==> src/rtl/bank_inrd_ctrl.sv <==
// Per-bank input-read-enable sequencer: changes one bank's INRDENI at a time,
// round-robin, and holds off further changes until that bank's buffers settle.
module bank_inrd_ctrl #(
   parameter int NUM_BANKS  = 4,
   parameter int SETTLE_CYC = 16
) (
   input  logic                 clk,
   input  logic                 rst_n,
   input  logic [NUM_BANKS-1:0] req_en,
   output logic [NUM_BANKS-1:0] inrden,
   output logic [NUM_BANKS-1:0] bank_ready,
   output logic                 busy,
   output logic [2:0]           cur_bank
);

   localparam int IW = (NUM_BANKS > 1) ? $clog2(NUM_BANKS) : 1;

   typedef enum logic {
      IDLE   = 1'b0,
      SETTLE = 1'b1
   } state_t;

   state_t               state;
   state_t               state_next;
   logic [IW-1:0]        rr_ptr;
   logic [IW-1:0]        cur_idx;
   logic [IW-1:0]        grant_idx;
   logic [IW:0]          scan_idx;
   logic [7:0]           counter;
   logic [NUM_BANKS-1:0] pending;
   logic                 found;
   logic                 grant;
   logic                 done;

   assign pending  = req_en ^ inrden;
   assign busy     = (state == SETTLE);
   assign cur_bank = 3'(cur_idx);

   // First pending bank at or after rr_ptr, wrapping; rr_ptr < NUM_BANKS so one subtract suffices.
   always_comb begin
      found     = 1'b0;
      grant_idx = rr_ptr;
      scan_idx  = '0;
      for (int i = 0; i < NUM_BANKS; i++) begin
         scan_idx = {1'b0, rr_ptr} + (IW+1)'(i);
         if (scan_idx >= (IW+1)'(NUM_BANKS)) begin
            scan_idx = scan_idx - (IW+1)'(NUM_BANKS);
         end
         if (!found && pending[scan_idx[IW-1:0]]) begin
            found     = 1'b1;
            grant_idx = scan_idx[IW-1:0];
         end
      end
   end

   always_comb begin
      state_next = state;
      grant      = 1'b0;
      done       = 1'b0;
      case (state)
         IDLE: begin
            if (found) begin
               grant      = 1'b1;
               state_next = SETTLE;
            end
         end
         SETTLE: begin
            if (counter == 8'd0) begin
               done       = 1'b1;
               state_next = IDLE;
            end
         end
         default: state_next = IDLE;
      endcase
   end

   always_ff @(posedge clk or negedge rst_n) begin
      if (!rst_n) begin
         state <= IDLE;
      end else begin
         state <= state_next;
      end
   end

   // A reset mid-SETTLE simply drops everything, so the aborted bank never reports ready.
   always_ff @(posedge clk or negedge rst_n) begin
      if (!rst_n) begin
         inrden     <= '0;
         bank_ready <= '0;
         cur_idx    <= '0;
         rr_ptr     <= '0;
         counter    <= 8'd0;
      end else if (grant) begin
         inrden[grant_idx]     <= req_en[grant_idx];
         bank_ready[grant_idx] <= 1'b0;
         cur_idx               <= grant_idx;
         rr_ptr                <= (grant_idx == IW'(NUM_BANKS-1)) ? '0 : grant_idx + IW'(1);
         counter               <= 8'(SETTLE_CYC-1);
      end else if (done) begin
         bank_ready[cur_idx] <= inrden[cur_idx];
      end else if (busy) begin
         counter <= counter - 8'd1;
      end
   end

endmodule

==> config.mk <==
export PLATFORM = sky130hd
export DESIGN_NAME = bank_inrd_ctrl
export DESIGN_NICKNAME = d
export VERILOG_FILES = /design/src/rtl/bank_inrd_ctrl.sv
export SDC_FILE = /design/constraint.sdc
export NUM_CORES = 1
export LEC_CHECK = 0
export CORE_ASPECT_RATIO = 1.1
export CORE_MARGIN = 2
export CORE_UTILIZATION = 35
export DETAILED_ROUTE_END_ITERATION = 10
export GPL_TIMING_DRIVEN = 0
export MAX_ROUTING_LAYER = met4
export RECOVER_POWER = 25
export SYNTH_ARGS = -nofsm -noshare
export SYNTH_HDL_FRONTEND = slang
export SYNTH_SLANG_ARGS = --single-unit
==> constraint.sdc <==
create_clock -name clk -period 2.2 [get_ports clk]
set_input_delay 0.22 -clock clk [delete_from_list [all_inputs] [get_ports clk]]
set_output_delay 0.22 -clock clk [all_outputs]
set_load 0.02 [all_outputs]
==> results.ini, run 1 <==
[sta]
worst_slack_ps=144
worst_pin_slew_ps=969
finalHoldWorstSlack_ps=509
slew_viol_final=0
finalCriticalPeriod_ps=2060
post-route-period-util_pct=93.5
setup_repair_after_global_routing_missed_its_margin=false
final_count_of_negative_setup_slack_endpoints=0
slew_headroom_pct=35.2
fmax_mhz=486
hold_violations=0
clock-skew-final_ps=2.22

[setup_path]
path_max_fanout=5
crit_chain=xor2_2 > a2bb2oi_1 > o22ai_2 > nor3b_1 > o32a_1 > mux2_2
crit_path_top_delay_cell=dfrtp_1
endpoint_of_the_worst_slack_reg_to_reg_timing_path=inrden[0]$_DFFE_PN0P_
regToRegStartpoint=inrden[0]$_DFFE_PN0P_
critPathArrivalTime_ps=2260
path_class=reg2reg
reg2regPathDepth=6
worst-endpoint-required_ps=2400
critPathCaptureType=flop
reg2reg_setup_slack_ps=140
cp_slowest_stage_delay_ps=450
crit_start=inrden[0]$_DFFE_PN0P_
setup.worst_path.start_class=flop

[routing]
drt_first_pass_iters=4
finalWirelength_mm=2.68
post_drt_via_cell_ratio=5.15
remaining_drc_errors=0
routedWlPerCell_um=13.7
drt.antenna.violating_nets=0
drt-initial-drc-count=61
via_count=1004

[floorplanning]
design.die.area_um2=4030
initial_utilization_pct=36.9
num_rows=22
ios=18
core-area_um2=3360
vert_die_dim_um=66.4
die_w_um=60.7

[place]
port_buffers=16
pre_cts_slack_ps=-331
finalWeightedCongestion=0.794
number_of_placed_instances_with_taps_included=190
dp_hpwl_mm=2.02

[logic_synthesis]
post_synth_inst_count=126
postSynth.asyncResetShare_pct=100
synth-seq-area-share_pct=42.4
postSynthNetCount=138
syn-mean-instance-area_um2=9.83
synth.ff_latch_count=21
number_of_enable_type_register_cells_in_the_synthesized_netlist=0
number_of_warnings_reported_in_the_yosys_synthesis_log=0
post_synth_num_cell_types=38
syn-cell-area_um2=1240
dominantRegCellSynth=dfrtp_1

[pwr]
leakagePower_nw=0.637
total_switching_power_mw=1.13
vdd.ir_drop.worst_mv=0.534
design_power_total_mw=2.43
share_of_power_burned_in_registers_pct=31.7
power_frac_comb_pct=60.8
power.share.clock_pct=7.6
cellPowerDensity_nw_per_um2=1570
power_switching_share_pct=46.6
internal_power_mw=1.30

[finish]
syn_to_final_growth_pct=25.2
register_area_um2=528
antenna_cells_inserted=0
post_route_cells_drive_above_1_share_pct=16.3
fillers=342
final_common_cell=dfrtp_1
multi_input_area_um2=713
finalNetCount=160
non_filler_instance_count_after_layout=195
most-common-layout-cells=dfrtp_1 (19), clkdlybuf4s50_1 (15), nand2_1 (14), inv_1 (9), o21ai_0 (9)

[cts]
h-tree-depth=1
cts-buffers-inserted=3
post_cts_hold_buffer_count=0
tritoncts_clock_tree=yes
clock-sinks=21
clkSlewWorstSetupHoldPaths_ps=110
max_root_sink_buffers=2
clkLatencyLatePin_ps=300
cts.root.buffer_cell=clkbuf_4

[grt]
groute.usage.overall_pct=15.7
global_route_total_overflow=0
number_of_antenna_violations_at_the_first_check_in_global_routing=0
pin_count_of_the_biggest_net_entering_global_routing=22
grt_pass1_wl_mm=4.70
first_global_vias=991

[run_status]
outcome=finished clean

[min_path]
type_of_the_most_critical_hold_path=in2async

[job]
timing.max_cap.violations=0

==> per-layer routing <==
layer	wire length, µm	global-route usage, %	vias to the layer above
met5	0	-	-
met4	28	4.89	0
met3	77	1.76	4
met2	1400	27.0	20
met1	1180	19.1	496
li1	-	-	484
==> cells in the mapped netlist (all sizes together) (3+ instances only) <==
cell | number | share of area [%]
or3 | 3 | 1.5
xor2 | 4 | 2.8
o21ai | 9 | 3.6
nand2 | 14 | 4.2
nor2 | 6 | 1.8
xnor2 | 7 | 4.9
ha | 6 | 6.1
nand3 | 6 | 2.4
mux2 | 4 | 3.6
inv | 9 | 2.7
a21oi | 4 | 1.6
dfrtp | 21 | 42
nor3 | 3 | 1.2
o211ai | 4 | 2.4
==> layout make-up <==
type,instances,area share (%)
multi-input cells,92,46.0
flip-flops and latches,21,34.1
repair buffers,17,10.8
well taps,48,3.87
inverters,9,2.18
clock buffers,3,1.45
plain buffers,4,1.29
clock inverters,1,0.323
==> state kept, by name, summed over array words and instances (netlist names) <==
signal,flops
busy,1
counter,8
cur_idx,2
rr_ptr,2
inrden,4
bank_ready,4
==> how the worst max path moves through the flow <==
stage | cells after the start | endpoint | slack, ps
2_1_floorplan | 8 | inrden[3]$_DFFE_PN0P_ | 140
3_3_place_gp | 9 | inrden[0]$_DFFE_PN0P_ | -260
3_5_place_dp | 9 | inrden[0]$_DFFE_PN0P_ | -330
4_1_cts | 6 | inrden[3]$_DFFE_PN0P_ | 70
5_1_grt | 8 | inrden[0]$_DFFE_PN0P_ | 0.08
6_report | 6 | inrden[0]$_DFFE_PN0P_ | 140
==> kinds of logic after synthesis <==
group	share of synthesized area [%]
DFF	42.4
and+or+nand+nor	18.0
muxes	3.64
other	0.303
buffers and inverters	4.34
adders and majority gates	6.06
xor gates and xnor gates	7.78
AOI/OAI and AO/OA	17.5
==> worst max-delay path, delay by kind of cell, from the launching register on <==
family           cells  cell delay (ps)
AO/OA/AOI/OAI        3              840
XOR/XNOR             1              300
AND/OR/NAND/NOR      1               90
flip-flops           1              450
multiplexers         1              280
==> stage by stage <==
| stage | utilization, % | cell area, µm² | setup TNS, ps |
|---|---|---|---|
| final | 46.2 | 1550 | 0 |
| after global routing | 46.2 | 1550 | 0 |
| after CTS | 44.8 | 1500 | 0 |
| after detailed placement | 43.4 | 1460 | -1640 |
| after global placement | 43.4 | 1460 | -1170 |
| after floorplan | - | 1240 | 0 |
==> power groups by stage <==
stage / logic [mW] / clock network [mW] / registers, mW
floorplan: 0.852 / 0 / 0.838
global placement: 1.35 / 0 / 0.744
detailed placement: 1.39 / 0 / 0.758
CTS: 1.42 / 0.197 / 0.755
global route: 1.63 / 0.218 / 0.803
finish: 1.48 / 0.184 / 0.770
==> repair_timing <==
item | in CTS | in global routing
setup endpoints to repair | 4 | 5
setup buffers | 0 | 1
gates resized for setup | 3 | 7
pin swaps | 0 | 2
No activity file was read; power rests on OpenSTA's default activity.
==> run 2: changes to the inputs <==
ABC_AREA = 1   (was default)
clock period = 2.5 ns   (was 2.2 ns; I/O delays follow)
==> results.ini, run 2 <==
[cts]
h-tree-depth=1  ; unchanged
max_root_sink_buffers=2  ; unchanged
clkLatencyLatePin_ps=260  ; -40 ps
clkSlewWorstSetupHoldPaths_ps=80  ; -30 ps
cts-buffers-inserted=3  ; unchanged
clock-sinks=21  ; unchanged
cts.root.buffer_cell=clkbuf_8
tritoncts_clock_tree=yes
post_cts_hold_buffer_count=0  ; unchanged

[setup_path]
path_class=in2reg
critPathArrivalTime_ps=2390  ; +130 ps
crit_start=req_en[0]
critPathCaptureType=flop
reg2reg_setup_slack_ps=330  ; +190 ps
reg2regPathDepth=15  ; +9
endpoint_of_the_worst_slack_reg_to_reg_timing_path=bank_ready[1]$_DFFE_PN0P_
regToRegStartpoint=inrden[0]$_DFFE_PN0P_
worst-endpoint-required_ps=2680  ; +280 ps
setup.worst_path.start_class=input port
path_max_fanout=6  ; +1
critPathCapture=bank_ready[1]$_DFFE_PN0P_

[pwr]
total_switching_power_uw=158  ; -86%
power.share.clock_pct=35.1  ; +28 points
share_of_power_burned_in_registers_pct=53.5  ; +22 points
design_power_total_uw=634  ; -74%
cellPowerDensity_nw_per_um2=342  ; -78%
vdd.ir_drop.worst_mv=0.266  ; -50%
power_switching_share_pct=24.9  ; -22 points
leakagePower_nw=0.917  ; +44%
power_frac_comb_pct=11.4  ; -49 points
internal_power_uw=476  ; -63%

[logic_synthesis]
postSynth.asyncResetShare_pct=100  ; unchanged
synth.area.top_cells=dfrtp_1 (33%), nand2_1 (15%), nand3_1 (8.3%), inv_1 (6.7%), ha_1 (4.8%)
synth_top_area_share_pct=33.4  ; -9.0 points
number_of_enable_type_register_cells_in_the_synthesized_netlist=0  ; unchanged
syn-mean-instance-area_um2=7.18  ; -27%
synth.most_common_cell=nand2_1
dominantRegCellSynth=dfrtp_1
syn-cell-area_um2=1570  ; +27%
postSynthNetCount=231  ; +67%
post_synth_num_cell_types=32  ; -16%
number_of_warnings_reported_in_the_yosys_synthesis_log=0  ; unchanged
synth-seq-area-share_pct=33.4  ; -9.0 points
yosys.area.top_type=dfrtp_1
post_synth_inst_count=219  ; +74%
synth.ff_latch_count=21  ; unchanged
synth.top_cells.by_count=nand2_1 (64), inv_1 (28), nand3_1 (26)

[finish]
finalNetCount=252  ; +57%
largest_register_ff_count=8  ; unchanged
antenna_cells_inserted=0  ; unchanged
syn_to_final_growth_pct=18.1
most-common-layout-cells=nand2_1 (63), inv_1 (28), nand3_1 (26), dfrtp_1 (21), clkdlybuf4s50_1 (15)
fillers=461  ; +35%
post_route_cells_drive_above_1_share_pct=12.1  ; -4.2 points
final_common_cell=nand2_1
regMostFlops=counter
layout_top_registers=counter (8), bank_ready (4), inrden (4)
postLayoutCellArea_um2=1860  ; +20%

[job]
timing.max_cap.violations=0  ; unchanged

[grt]
global_route_total_overflow=0  ; unchanged
grt_pass1_wl_mm=5.98  ; +27%
first_global_vias=1367  ; +38%
number_of_antenna_violations_at_the_first_check_in_global_routing=0  ; unchanged
pin_count_of_the_biggest_net_entering_global_routing=22  ; unchanged
groute.usage.overall_pct=15.8  ; +0.11 points

[run_status]
outcome=finished clean

[floorplanning]
design.die.area_um2=5050  ; +25%
initial_utilization_pct=36.4  ; -0.45 points
ios=18  ; unchanged
die_w_um=67.9  ; +12%
vert_die_dim_um=74.3  ; +12%
num_rows=25  ; +14%
core-area_um2=4320  ; +29%

[sta]
final_count_of_negative_setup_slack_endpoints=0  ; unchanged
fmax_mhz=452
slew_headroom_pct=36.8  ; +1.6 points
clock-skew-final_ps=2.90  ; +0.679 ps
finalCriticalPeriod_ps=2210
worst_pin_slew_ps=945  ; -24.3 ps
worst_slack_ps=287  ; +144 ps
hold_violations=0  ; unchanged
slew_viol_final=0  ; unchanged
setup_repair_after_global_routing_missed_its_margin=false
post-route-period-util_pct=88.5

[min_path]
type_of_the_most_critical_hold_path=reg2reg

[routing]
remaining_drc_errors=0  ; unchanged
drt_first_pass_iters=4  ; unchanged
via_count=1358  ; +35%
routedWlPerCell_um=11.2  ; -19%
drt.antenna.violating_nets=0  ; unchanged
finalWirelength_mm=3.28  ; +22%
post_drt_via_cell_ratio=4.63  ; -10%
drt-initial-drc-count=73  ; +20%

[place]
dp_hpwl_mm=2.50  ; +24%
dpl_cell_area_um2=1800  ; +23%
finalWeightedCongestion=0.823  ; +3.6%
port_buffers=16  ; unchanged
pre_cts_slack_ps=-39.4  ; +292 ps

-- run 2: cell types whose count changed in the layout (fill, tap and decap cells not counted), moves of 4 or more --
cell / delta
nand2_2: +6
o21ai_1: +7
nand3_1: +20
nor2_1: +8
o211ai_1: -4
buf_6: +4
mux2_2: -4
nand2_1: +49
xnor2_1: -4
inv_1: +19
-- run 2: power by group through the flow --
stage / logic [mW] / clock network [mW] / registers, mW
floorplan: 0.0474 / 0 / 0.346
global placement: 0.0733 / 0 / 0.346
detailed placement: 0.0731 / 0 / 0.346
CTS: 0.0738 / 0.233 / 0.339
global route: 0.0842 / 0.245 / 0.339
finish: 0.0721 / 0.223 / 0.339
-- run 2: timing repair --
action                     4_1_cts  5_1_grt
resized for setup                0        2
setup endpoints to repair        0        4
setup buffers                    0        0
-- run 2: area by class of cell --
type	instances	area, µm²	share of cell area [%]
clock buffers	3	41.3	2.22
repair buffers	16	160	8.63
well taps	54	67.6	3.64
clock inverters	1	5.00	0.270
multi-input cells	162	883	47.6
flip-flops and latches	21	526	28.3
plain buffers	7	65.1	3.50
inverters	29	109	5.86
-- run 2: cells by family (layout without fill, tap and decap cells) --
logic type / count (synthesis) / count (layout) / synth area share (%)
buf+inv: 36 / 56 / 11.1
fa+ha+maj: 6 / 6 / 4.77
xor+xnor: 5 / 5 / 3.98
mux: 1 / 1 / 0.636
flops: 21 / 21 / 33.4
simple gates: 122 / 122 / 36.3
compound gates: 27 / 27 / 9.63
other cells: 1 / 1 / 0.238
-- run 2: through the flow --
stage	std cells	utilization (%)	hold WS, ps	TNS [ps]
2_1_floorplan	219	-	-45.6	0
3_3_place_gp	289	41.7	492	-62.1
3_5_place_dp	289	41.7	497	-86.5
4_1_cts	293	42.8	514	0
5_1_grt	293	43.0	582	0
6_report	293	43.0	507	0
-- run 2: per-layer routing --
layer  global-route usage [%]  share of wire [%]
met5                        -                  0
met4                     7.33                1.7
met1                     21.4                 52
met3                    0.908                1.5
met2                     24.4                 45
-- run 2: how the worst min path moves through the flow --
| stage | start | end | cells after the start |
|---|---|---|---|
| 2_1_floorplan | rst_n | bank_ready[0]$_DFFE_PN0P_ | 0 |
| 3_3_place_gp | bank_ready[2]$_DFFE_PN0P_ | bank_ready[2]$_DFFE_PN0P_ | 2 |
| 3_5_place_dp | bank_ready[2]$_DFFE_PN0P_ | bank_ready[2]$_DFFE_PN0P_ | 2 |
| 4_1_cts | bank_ready[2]$_DFFE_PN0P_ | bank_ready[2]$_DFFE_PN0P_ | 2 |
| 5_1_grt | counter[2]$_DFFE_PN0P_ | counter[2]$_DFFE_PN0P_ | 1 |
| 6_report | bank_ready[2]$_DFFE_PN0P_ | bank_ready[2]$_DFFE_PN0P_ | 2 |
-- run 2: critical path: stages --
cell,delay [ps]
clkdlybuf4s50_1,530
inv_1,70
nand2_1,70
nand3_1,100
nand3_1,100
nand2_1,110
and2_4,180
buf_6,120
nand2_2,80
nand2_4,70
nand2_4,80
inv_1,80
ha_1,200
inv_1,80
nand3_1,80
a31oi_1,170
==> run 3: changes to the inputs <==
GPL_TIMING_DRIVEN = default   (was 0)
==> results.ini, run 3 (synthesis gave the netlist of run 2 again) <==
[setup_path]
critPathCaptureType=flop
path_class=reg2reg
critPathArrivalTime_ps=2380  ; about the same
worst-endpoint-required_ps=2680  ; about the same
setup.worst_path.start_class=flop
path_max_fanout=8  ; +2

[cts]
clkSlewWorstSetupHoldPaths_ps=80  ; about the same
post_cts_resized=0  ; unchanged
postCtsSetupBuffers=0  ; unchanged
clkLatencyLatePin_ps=260  ; about the same
clock-sinks=21  ; unchanged
cts-buffers-inserted=3  ; unchanged
post_cts_hold_buffer_count=0  ; unchanged
max_root_sink_buffers=2  ; unchanged
cts.root.buffer_cell=clkbuf_8
h-tree-depth=1  ; unchanged
tritoncts_clock_tree=yes

[sta]
finalHoldWorstSlack_ps=507  ; -0.452 ps
clock-skew-final_ps=2.80  ; -0.0965 ps
final_count_of_negative_setup_slack_endpoints=0  ; unchanged
finalCriticalPeriod_ps=2210  ; -4.48 ps
slew_headroom_pct=22.8  ; -14 points
hold_violations=0  ; unchanged
worst_pin_slew_ps=1160  ; +214 ps
fmax_mhz=453  ; +0.20%
tns_ps=0  ; unchanged
post-route-period-util_pct=88.3  ; -0.18 points
setup_repair_after_global_routing_missed_its_margin=false
slew_viol_final=0  ; unchanged

[finish]
register_area_um2=527  ; +0.24%
antenna_cells_inserted=0  ; unchanged
multi_input_area_um2=873  ; -1.1%
layout_top_registers=counter (8), bank_ready (4), inrden (4)
post_route_cells_drive_above_1_share_pct=10.5  ; -1.6 points
regMostFlops=counter
syn_to_final_growth_pct=15.5
final_common_cell=nand2_1
fillers=466  ; +1.1%
largest_register_ff_count=8  ; unchanged
most-common-layout-cells=nand2_1 (64), inv_1 (28), nand3_1 (26), dfrtp_1 (20), clkdlybuf4s50_1 (15)
finalNetCount=250  ; -0.79%
postLayoutCellArea_um2=1820  ; -2.2%

[grt]
number_of_antenna_violations_at_the_first_check_in_global_routing=0  ; unchanged
groute.usage.overall_pct=15.0  ; -0.88 points
pin_count_of_the_biggest_net_entering_global_routing=22  ; unchanged
first_global_vias=1283  ; -6.1%
grt_pass1_wl_mm=5.69  ; -4.9%
global_route_total_overflow=0  ; unchanged

[place]
finalWeightedCongestion=0.874  ; +6.1%
dp_hpwl_mm=2.52  ; +0.82%
port_buffers=16  ; unchanged
dpl_cell_area_um2=1770  ; -1.5%

[routing]
remaining_drc_errors=0  ; unchanged
drt_first_pass_iters=4  ; unchanged
drt.antenna.violating_nets=0  ; unchanged
drt-initial-drc-count=61  ; -16%
via_count=1368  ; +0.74%
post_drt_via_cell_ratio=4.70  ; +1.4%
routedWlPerCell_um=11.3  ; +1.1%
finalWirelength_mm=3.29  ; +0.40%

[floorplanning]
design.die.area_um2=5050  ; unchanged
ios=18  ; unchanged
num_rows=25  ; unchanged
die_w_um=67.9  ; unchanged
core-area_um2=4320  ; unchanged
initial_utilization_pct=36.4  ; unchanged
vert_die_dim_um=74.3  ; unchanged

[run_status]
outcome=finished clean

[job]
timing.max_cap.violations=0  ; unchanged

[pwr]
cellPowerDensity_nw_per_um2=348  ; +1.8%
leakagePower_nw=0.888  ; -3.2%
vdd.ir_drop.worst_mv=0.281  ; +5.8%

[min_path]
type_of_the_most_critical_hold_path=reg2reg

[run 3: final timing paths]
path	cells after the start	to	from	slack, ps
min in group asynchronous	2	counter[6]$_DFFE_PN0P_	rst_n	730
worst max-delay path	14	bank_ready[1]$_DFFE_PN0P_	rr_ptr[0]$_DFFE_PN0N_	290
worst max register to register	14	bank_ready[1]$_DFFE_PN0P_	rr_ptr[0]$_DFFE_PN0N_	290
worst min-delay path	2	bank_ready[2]$_DFFE_PN0P_	bank_ready[2]$_DFFE_PN0P_	510
max in group asynchronous	2	rr_ptr[0]$_DFFE_PN0N_	rst_n	1000
worst min register to register	2	bank_ready[2]$_DFFE_PN0P_	bank_ready[2]$_DFFE_PN0P_	510
[run 3: worst max-delay path: stages (launching register included)]
cell and delay, ps:
dfrtp_2 490, buf_4 180, xor2_4 220, nand3_2 80, nand2_1 80, and2_4 190, nand2_1 50, nand2_1 70
nand2_1 40, nand2_1 50, nand2_1 100, ha_1 210, inv_1 90, nand3_1 80, a31oi_1 190
[run 3: cell type report]
cell class	count	area share, %
Tap cell	54	3.72
Sequential cell	21	29.0
Clock buffer	3	2.27
Multi-Input combinational cell	162	48.1
Timing Repair Buffer	21	10.7
Inverter	29	5.99
Clock inverter	1	0.275
[run 3: routing by layer]
| metal | track usage, % | vias to the layer above | wire (µm) |
|---|---|---|---|
| met5 | - | - | 0 |
| met4 | 4.00 | 0 | 27 |
| met3 | 0.908 | 2 | 53 |
| met2 | 23.6 | 12 | 1520 |
| met1 | 20.9 | 620 | 1700 |
| li1 | - | 734 | - |
[run 3: per-stage QoR]
step           total power [mW]  utilization (%)  cells  setup slack (ps)
2_1_floorplan             0.394                -    219               486
3_3_place_gp              0.418             41.1    287              80.7
3_5_place_dp              0.417             41.1    287               107
4_1_cts                   0.641             42.1    291               192
5_1_grt                   0.660             42.1    291              43.1
6_report                  0.632             42.1    291               292
[run 3: report_power, final]
part | leakage (nW) | switching (mW) | internal, mW
registers | 0.245 | 0 | 0.339
logic | 0.617 | 0.0456 | 0.0237
clock network | 0.0255 | 0.113 | 0.111
